File: src/rtl/mpsoc_uart_pkg.sv
// Shared definitions for the UART receive path.
//  - rx_state_t   : receiver FSM state encoding (also exported on the debug port)
//  - LCR_*        : bit positions inside the 6-bit line-control word
//  - OVERSAMPLE_DEFAULT : ticks per bit used when the top is not overridden
//  - align_data   : right-justifies a character assembled MSB-first in a shift reg
package mpsoc_uart_pkg;

  localparam int OVERSAMPLE_DEFAULT = 16;

  // Line-control word layout: [1:0] word length - 5, [2] two stop bits,
  // [3] parity enable, [4] even parity, [5] stick parity.
  localparam int LCR_WLS = 0;
  localparam int LCR_STB = 2;
  localparam int LCR_PEN = 3;
  localparam int LCR_EPS = 4;
  localparam int LCR_SP  = 5;

  typedef enum logic [2:0] {
    RX_IDLE   = 3'd0,
    RX_START  = 3'd1,
    RX_DATA   = 3'd2,
    RX_PARITY = 3'd3,
    RX_STOP   = 3'd4
  } rx_state_t;

  // Bits enter the shift register at the top, so a 5..8 bit character ends
  // up in the upper bits; shift it down by (8 - length) = (3 - wls).
  function automatic logic [7:0] align_data(input logic [7:0] sh, input logic [1:0] wls);
    return sh >> (2'd3 - wls);
  endfunction

endpackage

File: src/rtl/mpsoc_uart_baud_gen.sv
// Oversample tick generator.
//  clk_i, rstn_i : clock, asynchronous active-low reset
//  baud_div_i    : clocks per tick (0 behaves as 1)
//  restart_i     : forces the counter back to 0 so the tick grid aligns to an event
//  tick_o        : one-clock pulse when the counter wraps
module mpsoc_uart_baud_gen #(
  parameter int DIV_WIDTH = 16
) (
  input  logic                 clk_i,
  input  logic                 rstn_i,
  input  logic [DIV_WIDTH-1:0] baud_div_i,
  input  logic                 restart_i,
  output logic                 tick_o
);

  logic [DIV_WIDTH-1:0] cnt_q;
  logic [DIV_WIDTH-1:0] cnt_d;
  logic [DIV_WIDTH-1:0] div_last;

  always_comb begin
    div_last = (baud_div_i == '0) ? '0 : baud_div_i - 1'b1;
    tick_o   = 1'b0;
    cnt_d    = cnt_q + 1'b1;
    if (restart_i) begin
      cnt_d = '0;
    end else if (cnt_q >= div_last) begin
      // ">=" so a divisor lowered below the current count wraps at once
      cnt_d  = '0;
      tick_o = 1'b1;
    end
  end

  always_ff @(posedge clk_i or negedge rstn_i) begin
    if (!rstn_i) cnt_q <= '0;
    else         cnt_q <= cnt_d;
  end

endmodule

File: src/rtl/mpsoc_uart_rx.sv
// UART serial receiver with oversampled bit recovery.
//  clk_i, rstn_i  : clock, asynchronous active-low reset
//  rx_i           : asynchronous serial line, idle high
//  baud_div_i     : clocks per oversample tick
//  lcr_i          : line control, latched at each start edge
//  rx_data_o      : received character, right-justified
//  rx_valid_o     : one-clock strobe qualifying data and error flags
//  parity_err_o, framing_err_o, break_o : per-character status, held until next strobe
//  busy_o         : confirmed start bit until strobe
//  dbg_state_o    : current FSM state
//
// Handshake: rx_valid_o is a push-only strobe with no ready; the consumer must
// take rx_data_o and the flags in the same cycle rx_valid_o is high.
module mpsoc_uart_rx
  import mpsoc_uart_pkg::*;
#(
  parameter int OVERSAMPLE = OVERSAMPLE_DEFAULT,
  parameter int DIV_WIDTH  = 16
) (
  input  logic                 clk_i,
  input  logic                 rstn_i,
  input  logic                 rx_i,
  input  logic [DIV_WIDTH-1:0] baud_div_i,
  input  logic [5:0]           lcr_i,
  output logic [7:0]           rx_data_o,
  output logic                 rx_valid_o,
  output logic                 parity_err_o,
  output logic                 framing_err_o,
  output logic                 break_o,
  output logic                 busy_o,
  output rx_state_t            dbg_state_o
);

  localparam int              OS_W    = $clog2(OVERSAMPLE);
  localparam logic [OS_W-1:0] OS_MID  = OS_W'(OVERSAMPLE / 2 - 1);
  localparam logic [OS_W-1:0] OS_LAST = OS_W'(OVERSAMPLE - 1);

  rx_state_t       state_q, state_d;
  logic            sync1_q, sync2_q;
  logic [OS_W-1:0] os_cnt_q, os_cnt_d;
  logic [2:0]      bit_cnt_q, bit_cnt_d;
  logic [7:0]      shift_q, shift_d;
  logic            par_q, par_d;
  logic [5:0]      lcr_q, lcr_d;
  logic            armed_q, armed_d;
  logic            busy_q, busy_d;
  logic [7:0]      data_q, data_d;
  logic            valid_q, valid_d;
  logic            perr_q, perr_d;
  logic            ferr_q, ferr_d;
  logic            brk_q, brk_d;

  logic       rx_s;
  logic       tick;
  logic       start_det;
  logic       mid, last;
  logic [2:0] word_last;
  logic [7:0] data_al;
  logic       exp_par;
  logic       unused_stb;

  // The second stop bit is never checked, so the STB field has no effect here.
  assign unused_stb = lcr_i[LCR_STB] ^ lcr_q[LCR_STB];

  assign rx_s      = sync2_q;
  assign start_det = (state_q == RX_IDLE) && armed_q && !rx_s;
  assign mid       = tick && (os_cnt_q == OS_MID);
  assign last      = tick && (os_cnt_q == OS_LAST);
  assign word_last = 3'd4 + {1'b0, lcr_q[LCR_WLS +: 2]};
  assign data_al   = align_data(shift_q, lcr_q[LCR_WLS +: 2]);
  assign exp_par   = lcr_q[LCR_SP] ? ~lcr_q[LCR_EPS]
                   : (lcr_q[LCR_EPS] ? ^data_al : ~^data_al);

  mpsoc_uart_baud_gen #(.DIV_WIDTH(DIV_WIDTH)) u_baud_gen (
    .clk_i      (clk_i),
    .rstn_i     (rstn_i),
    .baud_div_i (baud_div_i),
    .restart_i  (start_det),
    .tick_o     (tick)
  );

  // State register
  always_ff @(posedge clk_i or negedge rstn_i) begin
    if (!rstn_i) state_q <= RX_IDLE;
    else         state_q <= state_d;
  end

  // Next-state logic
  always_comb begin
    state_d = state_q;
    case (state_q)
      RX_IDLE:   if (start_det) state_d = RX_START;
      RX_START: begin
        if (mid && rx_s) state_d = RX_IDLE;   // glitch, not a real start bit
        else if (last)   state_d = RX_DATA;
      end
      RX_DATA:   if (last && (bit_cnt_q == word_last))
                   state_d = lcr_q[LCR_PEN] ? RX_PARITY : RX_STOP;
      RX_PARITY: if (last) state_d = RX_STOP;
      // Leave at mid stop bit so the next start edge can be caught right away.
      RX_STOP:   if (mid) state_d = RX_IDLE;
      default:   state_d = RX_IDLE;
    endcase
  end

  // Output / datapath logic
  always_comb begin
    os_cnt_d  = os_cnt_q;
    bit_cnt_d = bit_cnt_q;
    shift_d   = shift_q;
    par_d     = par_q;
    lcr_d     = lcr_q;
    busy_d    = busy_q;
    data_d    = data_q;
    valid_d   = 1'b0;
    perr_d    = perr_q;
    ferr_d    = ferr_q;
    brk_d     = brk_q;
    // Only arm after a high line on a tick, so a line stuck low (break)
    // cannot retrigger a character.
    armed_d   = (state_q == RX_IDLE) && !start_det && (armed_q || (tick && rx_s));

    if (start_det) begin
      os_cnt_d = '0;
      shift_d  = '0;
      lcr_d    = lcr_i;
    end else if (tick && (state_q != RX_IDLE)) begin
      os_cnt_d = os_cnt_q + 1'b1;   // wraps naturally at OVERSAMPLE
    end

    case (state_q)
      RX_START: begin
        bit_cnt_d = '0;
        if (mid && !rx_s) busy_d = 1'b1;
      end
      RX_DATA: begin
        if (mid)  shift_d   = {rx_s, shift_q[7:1]};
        if (last) bit_cnt_d = bit_cnt_q + 1'b1;
      end
      RX_PARITY: if (mid) par_d = rx_s;
      RX_STOP: begin
        if (mid) begin
          busy_d  = 1'b0;
          valid_d = 1'b1;
          data_d  = data_al;
          perr_d  = lcr_q[LCR_PEN] && (par_q != exp_par);
          ferr_d  = !rx_s;
          brk_d   = (data_al == 8'h00) && (!lcr_q[LCR_PEN] || !par_q) && !rx_s;
        end
      end
      default: ;
    endcase
  end

  always_ff @(posedge clk_i or negedge rstn_i) begin
    if (!rstn_i) begin
      sync1_q   <= 1'b1;
      sync2_q   <= 1'b1;
      os_cnt_q  <= '0;
      bit_cnt_q <= '0;
      shift_q   <= '0;
      par_q     <= 1'b0;
      lcr_q     <= '0;
      armed_q   <= 1'b0;
      busy_q    <= 1'b0;
      data_q    <= '0;
      valid_q   <= 1'b0;
      perr_q    <= 1'b0;
      ferr_q    <= 1'b0;
      brk_q     <= 1'b0;
    end else begin
      sync1_q   <= rx_i;
      sync2_q   <= sync1_q;
      os_cnt_q  <= os_cnt_d;
      bit_cnt_q <= bit_cnt_d;
      shift_q   <= shift_d;
      par_q     <= par_d;
      lcr_q     <= lcr_d;
      armed_q   <= armed_d;
      busy_q    <= busy_d;
      data_q    <= data_d;
      valid_q   <= valid_d;
      perr_q    <= perr_d;
      ferr_q    <= ferr_d;
      brk_q     <= brk_d;
    end
  end

  assign rx_data_o     = data_q;
  assign rx_valid_o    = valid_q;
  assign parity_err_o  = perr_q;
  assign framing_err_o = ferr_q;
  assign break_o       = brk_q;
  assign busy_o        = busy_q;
  assign dbg_state_o   = state_q;

endmodule

File: config.mk
export PLATFORM = sky130hd
export DESIGN_NAME = mpsoc_uart_rx
export DESIGN_NICKNAME = d
export VERILOG_FILES = /design/src/rtl/mpsoc_uart_pkg.sv /design/src/rtl/mpsoc_uart_baud_gen.sv /design/src/rtl/mpsoc_uart_rx.sv
export SDC_FILE = /design/constraint.sdc
export NUM_CORES = 1
export LEC_CHECK = 0
export BUFFER_PORTS_ARGS = -buffer_cell sky130_fd_sc_hd__buf_2
export CORE_MARGIN = 5
export CORE_UTILIZATION = 59
export CTS_CLUSTER_SIZE = 25
export DETAILED_ROUTE_END_ITERATION = 8
export PLACE_DENSITY = 0.86
export SYNTH_ARGS = -nofsm -noshare
export SYNTH_HDL_FRONTEND = slang
export SYNTH_HIERARCHICAL = 1
export SYNTH_SLANG_ARGS = --single-unit
export TNS_END_PERCENT = 10
File: constraint.sdc
create_clock -name clk_i -period 3.1 [get_ports clk_i]
set_clock_uncertainty 0.15 [all_clocks]
set_input_delay 0.465 -clock clk_i [delete_from_list [all_inputs] [get_ports clk_i]]
set_output_delay 0.465 -clock clk_i [all_outputs]
set_load 0.02 [all_outputs]
==> results.txt <==
The floorplan has 28 rows. The actual transition at the worst max-transition pin came out at 0.7824 ns. The ratio of cells with drive above 1 in the final layout is 0.3333. The core region is 5851 µm². The die boundary width is 87.32 µm. The mean number of vias per cell is 6.072. Detailed routing inserted a total of 3352 vias. The data arrival time of the critical path came out at 3.84 ns.

The share of total power dissipated in the clock network is 0.247. The final-stage net count came out at 526. CTS placed an instance of sky130_fd_sc_hd__clkbuf_8 at the clock tree root. Across the run, the number of max-cap violations was 0. The TritonCTS clock tree is done.

The kind of capture point of the worst setup path is a flop. Of the total power, the share spent switching nets is 0.3157. The cell count along the critical path came out at 18. The register area came out at 1404 µm².

The total clock sinks is 56. Of the post-synthesis cell area, the dominant cell type holds 0.3831. The launching element type of the critical path is an input port. Tracing the worst setup path back leads to its startpoint at baud_div_i[9]. The total clock buffers created by CTS came out at 5. The number of cell instances on the worst register-to-register path is 12. The min-delay analysis places its worst path in the category input port to asynchronous set/reset pin.

The insertion delay of the later-clocked pin in the worst-skew pair is 0.32 ns. Of all nets on the critical path, the largest fanout is 8. Counting stages on the worst path, the most repeated cell is sky130_fd_sc_hd__nor4_4. The sum of net half-perimeters after detailed placement is 6152 µm. The delay of the slowest critical-path stage came out at 0.41 ns.

The launch instance of the worst register-to-register path is u_baud_gen/cnt_q[0]. The share of the clock period used by the worst path after layout came out at 1.207. The die span in y is 87.32 µm.

The run finished, with violations left. The time the final worst path needs with I/O delays and setup came out at 3.741 ns. The slowest stage of the critical path belongs to the cell sky130_fd_sc_hd__nor4_4.

The synthesized instance count is 397. The leakage power summed over all cells came out at 2.236 nW. The total count of max-transition violations in the final report is 0. The setup slack after layout came out at -0.6411 ns.

The clock-pin slew on the worst setup and hold paths came out at 0.10 ns. The total placed cells including tap cells came out at 536. The last weighted congestion value of the routability-driven placer is 0.9166. Among all flip-flop cells after synthesis, the most frequent one is sky130_fd_sc_hd__dfrtp_1. The synthesized area per cell came out at 8.884 µm². The share of total power dissipated in sequential elements is 0.527. The area occupied by multi-input gates came out at 2261 µm².

By area the synthesized netlist is led by sky130_fd_sc_hd__dfrtp_1 38%, sky130_fd_sc_hd__ha_1 8.9%, sky130_fd_sc_hd__nand2_1 8.2%. The part of the total power dissipated in combinational logic came out at 0.227. In the post-synthesis netlist, the cell with the most instances is sky130_fd_sc_hd__nand2_1. The first global-routing pass estimated 14410 µm of wire. The remaining max-slew budget at the tightest pin is 0.4784. Of the synthesized area, sequential elements account for 0.3980. In the routed design, unresolved DRC markers number 0. The final reports fail on negative setup slack.

Across the VDD grid, the largest voltage drop is 0.3285 mV. The number of hold buffers added after cts is 0. The H-tree generated during clock tree synthesis spans 2 levels.

The deepest clock path buffer count is 2. The initial cell density of the core is 0.6029. For this run, the number of Yosys warnings is 6. The flip-flop and latch count after synthesis is 56. The total inserted antenna cells came out at 0. The number of primary I/O pins came out at 41. Traced cell by cell, the critical path runs through buf_2 > nor4_4 > nand3_4 > nor4_4 > xor2_1 > nand2_1 > ha_1 > nand4_1 > buf_4 > nor3_4 > a41o_1 > nor3_2 > nor2_2 > and4b_2 > and3_4 > clkbuf_16 > nand2_2 > o21ai_2. The required time of the critical path is 3.20 ns. The number of antenna violations at the first check in global routing is 0. The final hold violation count is 0.

Entering global routing, the biggest net connects 37 pins. The number of nets in the synthesized netlist is 447. The maximum clock frequency is 267.3 MHz. The total negative setup slack is -20.36 ns. By count the netlist is led by 77 x sky130_fd_sc_hd__nand2_1, 54 x sky130_fd_sc_hd__dfrtp_1, 35 x sky130_fd_sc_hd__nor2_1.

The initial DRC count came out at 307. The count of nets left with antenna violations once routing finished came out at 0. The total die area came out at 7625 µm². The post-synthesis to final-layout area growth is 29.16%. The netlist uses 52 different library cells. Counting the fill cells in the layout gives 323. The worst setup path is of the input port to flop kind. Setup repair after global routing could not meet its margin everywhere. sky130_fd_sc_hd__dfrtp_1 takes more of the synthesized area than any other cell.

The final setup violation count came out at 49. The number of cells in the finished layout apart from fillers is 552. The total congestion overflow came out at 0. The routed wirelength normalized by instance count came out at 17.79 µm.

In the global route stage, overall resource usage came out at 0.2334. The via count of the first global-routing pass is 3166. The switching component of the power is 0.0005155 W. The sum of buffers and inverters on the critical path came out at 3. The cell internal power dissipation came out at 0.001117 W. The kind of cell adding the most delay to the critical path is simple AND/OR/NAND/NOR gates. The share of flip-flops with an asynchronous set or reset is 1.000. Buffers placed on the I/O ports in this run total 39.

The pre-antenna-repair detailed-routing pass consisted of 5 iterations. The power per cell area came out at 358.4 nW/µm². The post-synthesis instance area came out at 3527 µm². The total wire length after detailed routing came out at 9818 µm.

Counting flops with a built-in enable in the synthesized netlist gives 0.
[final timing paths]
check,end,slack (ns)
min reg2reg,rx_s,0.21
max,shift_q[4],-0.64
max in group asynchronous,shift_q[2],2.07
max reg2reg,dbg_state_o[1],0.24
min in group clk_i,sync1_q,0.10
min,u_baud_gen/cnt_q[9],0.07
[layout by cell type, fill, tap and decap left out, types with 3 or more instances in the layout]
master and n:
sky130_fd_sc_hd__a21oi_1 10, sky130_fd_sc_hd__a21oi_2 5, sky130_fd_sc_hd__a22o_1 4, sky130_fd_sc_hd__and4_1 3
sky130_fd_sc_hd__buf_2 35, sky130_fd_sc_hd__buf_4 42, sky130_fd_sc_hd__buf_6 8, sky130_fd_sc_hd__clkbuf_8 5
sky130_fd_sc_hd__dfrtp_1 54, sky130_fd_sc_hd__ha_1 24, sky130_fd_sc_hd__inv_1 11, sky130_fd_sc_hd__mux2_2 6
sky130_fd_sc_hd__mux2i_1 8, sky130_fd_sc_hd__nand2_1 65, sky130_fd_sc_hd__nand2_2 9, sky130_fd_sc_hd__nand2b_1 3
sky130_fd_sc_hd__nand3_1 13, sky130_fd_sc_hd__nand3_2 3, sky130_fd_sc_hd__nand4_1 4, sky130_fd_sc_hd__nor2_1 34
sky130_fd_sc_hd__nor3_1 5, sky130_fd_sc_hd__nor4_4 3, sky130_fd_sc_hd__o21ai_0 8, sky130_fd_sc_hd__o21ai_1 19
sky130_fd_sc_hd__o21ai_2 7, sky130_fd_sc_hd__xnor2_1 17, sky130_fd_sc_hd__xor2_1 15
[cell type report]
cell class | count | share of cell area
flip-flops and latches | 56 | 0.3082
inverters | 13 | 0.01099
clock buffers | 6 | 0.01593
repair buffers | 89 | 0.1450
well taps | 75 | 0.02060
multi-input cells | 311 | 0.4963
clock inverters | 2 | 0.003021
[registers in the layout, indices dropped and copies added, names as in the netlist, 3 cells and up]
signal and count:
u_baud_gen/cnt_q 16, shift_q 8, rx_data_o 8, lcr_q 5, os_cnt_q 4, dbg_state_o 3, bit_cnt_q 3
[repair_timing]
action	4_1_cts	5_1_grt
endpoints found under the setup margin	49	49
pin swaps	17	26
gates resized for setup	21	67
buffers inserted	0	6
gates cloned	1	1
[power groups by stage]
stage          sequential [W]  clock [W]  combinational [W]
4_1_cts              0.000848   0.000404           0.000318
3_3_place_gp         0.000857          0           0.000294
6_report             0.000860   0.000403           0.000370
5_1_grt              0.000863   0.000433           0.000404
3_5_place_dp         0.000862          0           0.000308
2_1_floorplan        0.000842          0           0.000202
[stage by stage]
stage	hold slack (ns)	setup slack (ns)	utilization	instance area, µm²	total power, W
global placement	0.1965	-0.9372	0.6987	4088	0.001151
floorplan	0.01941	-0.6162	-	3581	0.001044
finish	0.06562	-0.6411	0.7787	4556	0.001633
global route	0.08645	-0.7558	0.7787	4556	0.001700
detailed placement	0.2013	-1.042	0.6987	4088	0.001170
CTS	0.08995	-0.5430	0.7284	4262	0.001570
[logic make-up (layout without fill, tap and decap cells)]
kind of cell,after synthesis,count (layout),synth area share
buf+inv,31,110,0.04292
mux,14,14,0.04186
xor+xnor,32,32,0.07946
simple gates,169,170,0.2253
compound gates,70,70,0.1238
fa+ha+maj,25,25,0.08868
flops,56,56,0.3980
[metal layers]
| layer | track usage | wire (µm) |
|---|---|---|
| met1 | 0.3066 | 4072 |
| met2 | 0.4007 | 5039 |
| met3 | 0.03690 | 500 |
| met4 | 0.05997 | 206 |
| met5 | 0 | 0 |
(Power assumes the default switching activity.)
